$ cat src/rtl/commit_trace_pkg.sv
// Shared types for the commit tracer: record payload, header bit positions, serializer states.
// Optional COMMIT_TRACE_CYCLE_EN adds a per-record cycle stamp word after inst.
package commit_trace_pkg;

    localparam int unsigned XLEN        = 32;
    localparam int unsigned RA_W        = 5;
    localparam int unsigned SEQ_W       = 24;
    localparam int unsigned HDR_HALT    = 31;
    localparam int unsigned HDR_REG_WE  = 30;
    localparam int unsigned HDR_DMEM_WE = 29;
    localparam int unsigned HDR_WA_LSB  = 24;
    localparam int unsigned HDR_CYC     = 23;

    typedef enum logic [1:0] {
        IDLE = 2'd0,
        SEND = 2'd1,
        DONE = 2'd2
    } ser_state_t;

    typedef enum logic [2:0] {
        W_HDR  = 3'd0,
        W_PC   = 3'd1,
        W_INST = 3'd2,
        W_CYC  = 3'd3,
        W_RWD  = 3'd4,
        W_DWA  = 3'd5,
        W_DWD  = 3'd6
    } word_t;

    typedef struct packed {
        logic             halt;
        logic             reg_we;
        logic             dmem_we;
        logic [RA_W-1:0]  reg_wa;
        logic [XLEN-1:0]  pc;
        logic [XLEN-1:0]  inst;
        logic [XLEN-1:0]  reg_wd;
        logic [XLEN-1:0]  dmem_wa;
        logic [XLEN-1:0]  dmem_wd;
`ifdef COMMIT_TRACE_CYCLE_EN
        logic [XLEN-1:0]  cycle;
`endif
        logic [SEQ_W-1:0] seq;
    } commit_rec_t;

    // Word that follows the fixed pc/inst(/cycle) part of a record; W_HDR marks end of record.
    function automatic word_t tail_word(commit_rec_t r);
        if (r.reg_we)       return W_RWD;
        else if (r.dmem_we) return W_DWA;
        else                return W_HDR;
    endfunction

    function automatic word_t next_word(commit_rec_t r, word_t w);
        word_t n;
        case (w)
            W_HDR:   n = W_PC;
`ifdef COMMIT_TRACE_CYCLE_EN
            W_INST:  n = W_CYC;
`else
            W_INST:  n = tail_word(r);
`endif
            W_PC:    n = W_INST;
            W_CYC:   n = tail_word(r);
            W_RWD:   n = r.dmem_we ? W_DWA : W_HDR;
            W_DWA:   n = W_DWD;
            default: n = W_HDR;
        endcase
        return n;
    endfunction

    function automatic logic [XLEN-1:0] header(commit_rec_t r);
        logic [XLEN-1:0] h;
        h = {r.halt, r.reg_we, r.dmem_we, r.reg_wa, r.seq};
`ifdef COMMIT_TRACE_CYCLE_EN
        h[HDR_CYC] = 1'b1;
`endif
        return h;
    endfunction

    function automatic logic [XLEN-1:0] word_data(commit_rec_t r, word_t w);
        logic [XLEN-1:0] d;
        case (w)
            W_HDR:   d = header(r);
            W_PC:    d = r.pc;
            W_INST:  d = r.inst;
`ifdef COMMIT_TRACE_CYCLE_EN
            W_CYC:   d = r.cycle;
`endif
            W_RWD:   d = r.reg_wd;
            W_DWA:   d = r.dmem_wa;
            W_DWD:   d = r.dmem_wd;
            default: d = '0;
        endcase
        return d;
    endfunction

endpackage

$ cat src/rtl/commit_trace_fifo.sv
// Record FIFO for the commit tracer; DEPTH must be a power of two so pointers wrap naturally.
// A push on a full FIFO is taken when a pop happens in the same cycle.
module commit_trace_fifo
    import commit_trace_pkg::*;
#(
    parameter int unsigned DEPTH = 8
) (
    input  logic                           clk,
    input  logic                           rst,
    input  logic                           push,
    input  logic                           pop,
    input  commit_rec_t                    wdata,
    output commit_rec_t                    head_c,
    output logic                           full,
    output logic                           empty,
    output logic [$clog2(DEPTH + 1)-1:0]   count
);

    localparam int unsigned PTR_W = $clog2(DEPTH);
    localparam int unsigned CNT_W = $clog2(DEPTH + 1);

    commit_rec_t      mem [DEPTH];
    logic [PTR_W-1:0] wr_ptr;
    logic [PTR_W-1:0] rd_ptr;
    logic             wr_en;
    logic             rd_en;
    logic [CNT_W-1:0] count_d;

    assign rd_en   = pop && !empty;
    assign wr_en   = push && (!full || rd_en);
    assign count_d = count + CNT_W'(wr_en) - CNT_W'(rd_en);
    assign head_c  = mem[rd_ptr];

    always_ff @(posedge clk) begin
        if (!rst) begin
            wr_ptr <= '0;
            rd_ptr <= '0;
            count  <= '0;
            full   <= 1'b0;
            empty  <= 1'b1;
        end else begin
            if (wr_en) wr_ptr <= wr_ptr + PTR_W'(1);
            if (rd_en) rd_ptr <= rd_ptr + PTR_W'(1);
            count <= count_d;
            full  <= (count_d == CNT_W'(DEPTH));
            empty <= (count_d == '0);
        end
    end

    // Storage carries no reset; validity is tracked by the pointers.
    always_ff @(posedge clk) begin
        if (wr_en) mem[wr_ptr] <= wdata;
    end

endmodule

$ cat src/rtl/commit_tracer.sv
// Captures CPU commit records into a FIFO and serializes them as a valid/ready word stream.
// Define COMMIT_TRACE_CYCLE_EN to stamp each record with a free-running cycle count.
module commit_tracer
    import commit_trace_pkg::*;
#(
    parameter int unsigned DEPTH = 8
) (
    input  logic                 clk,
    input  logic                 rst,
    input  logic                 commit,
    input  logic [XLEN-1:0]      commit_pc,
    input  logic [XLEN-1:0]      commit_inst,
    input  logic                 commit_halt,
    input  logic                 commit_reg_we,
    input  logic                 commit_dmem_we,
    input  logic [RA_W-1:0]      commit_reg_wa,
    input  logic [XLEN-1:0]      commit_reg_wd,
    input  logic [XLEN-1:0]      commit_dmem_wa,
    input  logic [XLEN-1:0]      commit_dmem_wd,
    output logic                 hold,
    output logic                 trace_valid,
    output logic [XLEN-1:0]      trace_data,
    input  logic                 trace_ready,
    output logic                 overflow,
    output logic [15:0]          drop_cnt,
    output logic [XLEN-1:0]      instret,
    output logic                 done
);

    localparam int unsigned CNT_W = $clog2(DEPTH + 1);

    ser_state_t       state, state_d;
    word_t            word, word_d, nxt_c;
    commit_rec_t      cur, cur_d, rec_c, head_c;
    logic             pop_c, push_c, drop_c;
    logic             full, empty;
    logic [CNT_W-1:0] count;
    logic [CNT_W:0]   occ_next;
    logic             valid_d, done_d;
    logic [XLEN-1:0]  data_d;
    logic             halt_seen;
`ifdef COMMIT_TRACE_CYCLE_EN
    logic [XLEN-1:0]  cycle_cnt;
`endif

    always_comb begin
        rec_c         = '0;
        rec_c.halt    = commit_halt;
        rec_c.reg_we  = commit_reg_we;
        rec_c.dmem_we = commit_dmem_we;
        rec_c.reg_wa  = commit_reg_wa;
        rec_c.pc      = commit_pc;
        rec_c.inst    = commit_inst;
        rec_c.reg_wd  = commit_reg_wd;
        rec_c.dmem_wa = commit_dmem_wa;
        rec_c.dmem_wd = commit_dmem_wd;
        rec_c.seq     = instret[SEQ_W-1:0];
`ifdef COMMIT_TRACE_CYCLE_EN
        rec_c.cycle   = cycle_cnt;
`endif
    end

    // Once a halt record is in, later commits are neither accepted nor counted as drops.
    assign push_c   = commit && !halt_seen && (!full || pop_c);
    assign drop_c   = commit && !halt_seen && full && !pop_c;
    assign occ_next = {1'b0, count} + (CNT_W + 1)'(push_c) - (CNT_W + 1)'(pop_c);

    commit_trace_fifo #(
        .DEPTH (DEPTH)
    ) u_fifo (
        .clk    (clk),
        .rst    (rst),
        .push   (push_c),
        .pop    (pop_c),
        .wdata  (rec_c),
        .head_c (head_c),
        .full   (full),
        .empty  (empty),
        .count  (count)
    );

    assign nxt_c = next_word(cur, word);

    always_comb begin
        state_d = state;
        word_d  = word;
        cur_d   = cur;
        pop_c   = 1'b0;
        valid_d = 1'b0;
        data_d  = trace_data;
        done_d  = 1'b0;
        unique case (state)
            IDLE: begin
                if (!empty) begin
                    pop_c   = 1'b1;
                    cur_d   = head_c;
                    word_d  = W_HDR;
                    valid_d = 1'b1;
                    data_d  = word_data(head_c, W_HDR);
                    state_d = SEND;
                end
            end
            SEND: begin
                valid_d = 1'b1;
                if (trace_ready) begin
                    if (nxt_c != W_HDR) begin
                        word_d = nxt_c;
                        data_d = word_data(cur, nxt_c);
                    end else if (cur.halt) begin
                        state_d = DONE;
                        valid_d = 1'b0;
                        done_d  = 1'b1;
                    end else if (!empty) begin
                        // Next record's header follows the last word with no bubble.
                        pop_c  = 1'b1;
                        cur_d  = head_c;
                        word_d = W_HDR;
                        data_d = word_data(head_c, W_HDR);
                    end else begin
                        state_d = IDLE;
                        valid_d = 1'b0;
                    end
                end
            end
            DONE: begin
                done_d = 1'b1;
            end
            default: begin
                state_d = IDLE;
            end
        endcase
    end

    always_ff @(posedge clk) begin
        if (!rst) begin
            state       <= IDLE;
            word        <= W_HDR;
            cur         <= '0;
            trace_valid <= 1'b0;
            trace_data  <= '0;
            done        <= 1'b0;
        end else begin
            state       <= state_d;
            word        <= word_d;
            cur         <= cur_d;
            trace_valid <= valid_d;
            trace_data  <= data_d;
            done        <= done_d;
        end
    end

    always_ff @(posedge clk) begin
        if (!rst) begin
            instret   <= '0;
            halt_seen <= 1'b0;
            overflow  <= 1'b0;
            drop_cnt  <= '0;
            hold      <= 1'b0;
        end else begin
            if (push_c) begin
                instret <= instret + XLEN'(1);
                if (commit_halt) halt_seen <= 1'b1;
            end
            if (drop_c) begin
                overflow <= 1'b1;
                if (drop_cnt != 16'hFFFF) drop_cnt <= drop_cnt + 16'd1;
            end
            hold <= (occ_next >= (CNT_W + 1)'(DEPTH - 1));
        end
    end

`ifdef COMMIT_TRACE_CYCLE_EN
    always_ff @(posedge clk) begin
        if (!rst) cycle_cnt <= '0;
        else      cycle_cnt <= cycle_cnt + XLEN'(1);
    end
`endif

endmodule

$ cat config.mk
export PLATFORM = sky130hd
export DESIGN_NAME = commit_tracer
export DESIGN_NICKNAME = d
export VERILOG_FILES = /design/src/rtl/commit_trace_pkg.sv /design/src/rtl/commit_trace_fifo.sv /design/src/rtl/commit_tracer.sv
export SDC_FILE = /design/constraint.sdc
export NUM_CORES = 2
export LEC_CHECK = 0
export CAP_MARGIN = 15
export CORE_MARGIN = 2
export CORE_UTILIZATION = 45
export CTS_CLUSTER_SIZE = 30
export DETAILED_ROUTE_END_ITERATION = 8
export REMOVE_ABC_BUFFERS = 1
export SYNTH_ARGS = -nofsm -noshare
export SYNTH_HDL_FRONTEND = slang
export SYNTH_SLANG_ARGS = --single-unit
$ cat constraint.sdc
create_clock -name clk -period 28.2 [get_ports clk]
set_input_delay 4.23 -clock clk [delete_from_list [all_inputs] [get_ports clk]]
set_output_delay 4.23 -clock clk [all_outputs]
set_load 0.05 [all_outputs]
Word level (Yosys, flattened, before mapping)
Memory sizes are Yosys's and may differ from the RTL's. A register that Yosys moved wholly into a read port is not among the register bits.
Cells that the tools add are included.
{"block": "word_totals", "ram_bits": 1536, "out_inout_bits": 84, "elab_cells": 124, "in_bits": 172, "regBits": 294, "memories": 1}
{"name": "u_fifo.mem", "depth": 8, "word_bits": 192, "read_ports": 1, "rd_ports_with_merged_regs": 1, "write_ports": 1, "line_no": "commit_trace_fifo.sv:22", "text": "commit_rec_t mem [DEPTH];"}
{"block": "classes", "reduce_logical": 25, "n_lt_le_gt_ge": 1, "n_bitwise": 1, "add_sub_neg": 8, "n_mux": 42, "n_eq_ne": 21}
{"op": "$mux 192", "count": 5}
{"op": "$pmux 192 s2", "count": 1}
{"op": "$pmux 32 s6", "count": 1}
{"op": "$mux 32", "count": 4}
{"op": "$pmux 32 s2", "count": 1}
{"op": "$add 32x1->32 const B", "count": 1}
{"op": "$mux 3", "count": 8}
{"op": "$add 16x1->16 const B", "count": 1}
{"op": "$ne 16x16->1 const B", "count": 1}
{"op": "$eq 3x3->1 const B", "count": 5}
{"op": "$pmux 3 s5", "count": 1}
{"op": "$mux 1", "count": 11}
{"op": "$mux 2", "count": 5}
{"op": "$ne 2x2->1 const B", "count": 5}
{"op": "$eq 3x2->1 const B", "count": 3}
{"op": "$add 3x1->3 const B", "count": 2}
{"op": "$eq 3x1->1 const B", "count": 2}
{"op": "$logic_and 1x1->1", "count": 6}
{"op": "$logic_not 3->1", "count": 2}
{"op": "$pmux 1 s2", "count": 3}
{"op": "$pmux 2 s3", "count": 1}
{"op": "$pmux 3 s2", "count": 1}
{"op": "$reduce_and 6->1", "count": 1}
{"op": "$add 4x1->5", "count": 1}
{"op": "21 further kinds", "count": 26}

Longest topological paths before layout
{"block": "depth", "ltp_word": 13, "depth_mapped": 13}

Modules after synthesis
From an unflattened synthesis, not the netlist that was laid out.
{"block": "hier_totals", "cells_unflattened": 3672, "area_unflattened_um2": 70079.7}
{"module": "commit_trace_fifo", "area_per_inst_um2": 59254.3, "seq_area_each_um2": 46424.5, "instances": 1, "cells_each": 2290}
{"module": "commit_tracer", "area_per_inst_um2": 10825.4, "seq_area_each_um2": 5064.9, "instances": 1, "cells_each": 1382}

Worst setup path before layout
Ideal clock, no wire load.
{"block": "synth_path", "path_kind": "input port to flip-flop", "startpoint": "input port trace_ready", "endpoint": "memory u_fifo.mem[2][0] in the netlist's numbering (enable)", "t_arrival_ns": 24.519, "setup_slack_ns": 2.400, "path_buffers": 1, "path_stages": 5, "cell_sequence": "nand2_2 o311ai_4 o211ai_4 buf_2 nor4b_1"}
{"block": "synth_via", "elab_chain_cells": 7}
{"item": "start, declared", "line_no": "commit_tracer.sv:23", "text": "input logic trace_ready,"}
{"item": "$mux 1 *", "line_no": "commit_tracer.sv:105", "text": "if (trace_ready) begin"}
{"item": "$pmux 1 s2 *", "line_no": "commit_tracer.sv:92", "text": "unique case (state)"}
{"item": "$logic_or 1x1->1 or $logic_and 1x1->1 (tied branches)", "line_no": "commit_tracer.sv:64, commit_trace_fifo.sv:29"}
{"item": "$logic_and 1x1->1 or $logic_or 1x1->1 (tied branches)", "line_no": "commit_tracer.sv:64, commit_trace_fifo.sv:30"}
{"item": "$logic_and 1x1->1 *", "line_no": "commit_trace_fifo.sv:30", "text": "assign wr_en = push && (!full || rd_en);"}
{"item": "$mux 1 *", "line_no": "commit_trace_fifo.sv:52", "text": "if (wr_en) mem[wr_ptr] <= wdata;"}
{"item": "$mux 1 (not written as such) *", "line_no": "commit_trace_fifo.sv:52"}
{"item": "end, declared", "line_no": "commit_trace_fifo.sv:22"}
Mark *: on every way between the ends. The rest lies on a longest branch, timed or not.

Worst setup path after layout
{"block": "layout_path", "startpoint": "input port commit", "endpoint": "memory u_fifo.mem[3][58] in the netlist's numbering (enable)"}
{"block": "layout_via", "elab_chain_cells": 5}
{"item": "start, declared", "line_no": "commit_tracer.sv:10", "text": "input logic commit,"}
{"item": "$logic_and 1x1->1 (2 in a row)", "line_no": "commit_tracer.sv:64", "text": "assign push_c = commit && !halt_seen && (!full || pop_c);"}
{"item": "$logic_and 1x1->1", "line_no": "commit_trace_fifo.sv:30"}
{"item": "$mux 1", "line_no": "commit_trace_fifo.sv:52"}
{"item": "$mux 1 (not written as such)", "line_no": "commit_trace_fifo.sv:52"}
Every way passes these cells.

==> impl_results.md <==
- Status: complete, no violations
- Highest-delay cell along the critical path: buf_4
- Compound-cell area share of the yosys netlist: 4.37%
- Die Span Y: 397 um
- DPL Wire Length: 85.2 mm
- Slew headroom: 19.3%
- Netlist Area Pre-Place: 69300 um2
- Most frequent cells in the layout: 1536 x edfxtp_1, 374 x mux4_2, 274 x nor2_1
- Routed vias: 34205
- Cell variety after synth: 70
- Highest metal used: met5
- I/O pin total: 256
- Syn Area/Cell: 19.4 um2
- Crit. End Element: register
- GP Congestion: between 0.7 and 0.8
- DIE AREA: 157000 um2
- Critical Path Start Type: input port
- CP max FO: 58
- Largest family of logic cells by synthesized area: multiplexers
- Simple-gate share of the synthesized area: under 10%
- Clk_skew: 0.0258 ns
- CTS tree: built
- Total GRT Usage: roughly a fifth
- Ys async rst share: 0%
- Hold Fails Final Rpt: 0
- Leading register cell type out of synthesis: edfxtp_1
- P&R area growth vs syn: 15.2%
- Initial antenna violation count: 22
- FF/Latch Area: 51500 um2
- Final ANT Viol Nets: 0
- Max Cap Viol: 0
- Setup TNS: 0 ns
- Max clock buf depth: 3
- Vias per cell: 5.65
- CTS Root Cell: clkbuf_16
- Worst-path clk slew: about 0.06 ns
- Wire length per cell: 26.4 um
- Crit-path cells: clkdlybuf4s50_1 > nor2b_1 > o211ai_4 > buf_4 > nor3_2 > buf_4 > buf_4 > buf_4
- Drt initial violations: about 2700
- Setup bufs post-CTS: 0
- Metal2 WL: 77.4 mm
- Routed wire length: about 160 mm
- Critical path's top delay family: buffers and inverters
- Pwr/cell area: approximately 92 nW/um2
- Initial Utilization: 45.2%
- Critical path buffer and inverter count: 5
- Fin util: 52.1%
- Worst min path class: register to register
- Peak VDD IR: ~0.00012 V
- Rows: 144
- Syn. warnings: 0
- Number of enable flip-flop cells after synthesis: 1536
- Adder-cell area share of the yosys netlist: 0.310%
- Least-Margin Pin Slew: 1.21 ns
- IO Port Bufs: 255
- Crit path top cell by count: buf_4
- Post-synthesis sequential area ratio: between 70 and 80%
- Htree depth: 4
- Total CTS buffers: roughly 180
- Highest Clock Rate: around 120 MHz
- CP required: 28.63 ns
- RSZ-0062 raised after global routing: no
- Global-route wire length before repair: 237 mm
- Met3 wire len: 9.50 mm
- Die Wd: 397 um
- Vias in the first global route: 34908
- # DRC: 0
- Wl on met1: about 70 mm
- Grt ovf: 0
- Filler Cells Inserted: around 12000
- Hold_buf cts: 0
- Pre-antenna DRT Iters: 5
- Post-Synth XOR/XNOR Area: 0.581%
- Largest net degree at the start of global routing: 208
- Core area: 154000 um2
- Post-Syn Instances: 3572
- Final setup fails: 0
- Fin crit share: 30.7%
- Type of the worst setup path: input port to register
- Synth Register Bits: between 1500 and 2000
- Worst path max stage delay: roughly 0.95 ns
- CTS Sinks: roughly 1800
- Worst-Skew Late Latency: 0.81 ns
- Static leakage: around 0.024 uW
- Fin crit period: 8.66 ns
- Final nets: between 4000 and 5000
- Mux contribution to synthesized area: 15.6%
- Final slew viol count: 0
- WP data arrival: 9.08 ns
- Commonest non-fill, non-tap cell in the layout: edfxtp_1
- Multi-input gate area: ~17000 um2
- Layout cells sized above 1: 21.1%
- Post_cts resized: 0
==> worst register-to-register path, stage by stage, from the launching register on <==
cell and delay, ns:
dfxtp_4 0.58, buf_4 0.58, nand2b_1 0.24, a21oi_4 0.35, o211ai_4 0.11, buf_4 0.28, nor3_2 0.22, buf_4 0.82
buf_4 0.99, buf_4 0.88
==> power by group <==
group	switching (uW)	total, uW	internal (uW)
Clock	989	2370	1380
Combinational	930	1580	645
Sequential	164	3370	3210
Total	2080	7310	5230
==> registers in the layout, indices dropped and copies added, names as in the netlist, named ones only <==
name / count
u_fifo.full: 1
overflow: 1
u_fifo.wr_ptr: 3
u_fifo.rd_ptr: 3
word: 3
done: 1
cur: 163
halt_seen: 1
drop_cnt: 16
trace_valid: 1
state: 2
hold: 1
u_fifo.empty: 1
u_fifo.mem: 1536
u_fifo.count: 4
instret: 32
trace_data: 32
==> worst paths after layout <==
kind	startpoint	end	slack (ns)	cells after the start
max	commit	u_fifo.mem[3][58]	19.54	8
min	drop_cnt[13]	drop_cnt[13]	0.48	2
max reg2reg	word[2]	u_fifo.mem[3][58]	22.71	9
min reg2reg	drop_cnt[13]	drop_cnt[13]	0.48	2
==> per-stage QoR <==
step,instances,total power (uW),setup slack [ns],cell area (um2),hold WS [ns]
2_1_floorplan,3350,5070,2.34,68200,0.437
3_3_place_gp,5710,5000,18.74,74000,0.466
3_5_place_dp,5711,5030,18.67,74000,0.472
4_1_cts,6053,7400,19.56,79900,0.479
5_1_grt,6055,7640,19.38,79900,0.511
6_report,6057,7310,19.54,79900,0.483
==> logic make-up after synthesis <==
group           after synthesis
compound gates              371
xor+xnor                     46
fa+ha+maj                    16
buf+inv                     243
flops                      1804
mux                         614
simple gates                478
==> final cells by class <==
| cell class | instances | area share [%] |
|---|---|---|
| Clock inverter | 69 | 0.791 |
| Multi-Input combinational cell | 1525 | 20.9 |
| Clock buffer | 273 | 6.58 |
| Timing Repair Buffer | 318 | 3.91 |
| Tap cell | 2044 | 3.20 |
| Antenna cell | 3 | 0.00939 |
| Sequential cell | 1804 | 64.5 |
| Inverter | 21 | 0.108 |
==> cell usage after synthesis (2+ instances only) <==
cell      count  share of area, %
buf_4        19              0.21
nor2_1      275               1.5
xor2_1       13              0.16
mux2_2       21              0.34
a22oi_1      11              0.12
clkbuf_1     79              0.43
a211oi_2     89               1.6
buf_1        14             0.076
o31ai_1       4             0.043
or4_1         4             0.043
and3_1        3             0.027
o21a_1        3             0.032
mux4_2      374                12
o21ai_0      62              0.45
inv_1        20              0.11
fa_1          2             0.058
nor4_1        5             0.045
o221ai_1     10              0.13
and4_1        2             0.025
a221oi_1     32              0.40
a21oi_1      65              0.47
or3_1         7             0.063
nand4_1      10             0.090
mux2i_1     219               3.2
a21o_1        4             0.043
nor4b_1       2             0.025
o211ai_1      2             0.022
nand3_1      21              0.15
nand3b_1      2             0.022
buf_6        12              0.19
xnor2_1      33              0.42
a211oi_1     72              0.78
nand2_1      65              0.35
edfxtp_1   1536                67
nor3b_1       5             0.054
and2_1        6             0.054
ha_1         14              0.25
nand2b_1      6             0.054
nor2b_1      14              0.13
dfxtp_1     268               7.7
nor3_1       37              0.27
nor4_2        6              0.11
buf_2        97              0.70
==> metal layers <==
metal	track usage [%]	vias up
met5	0	-
met4	4.56	12
met3	4.12	213
met2	33.1	942
met1	28.8	17998
li1	-	15040
No activity file was read; power rests on OpenSTA's default activity.
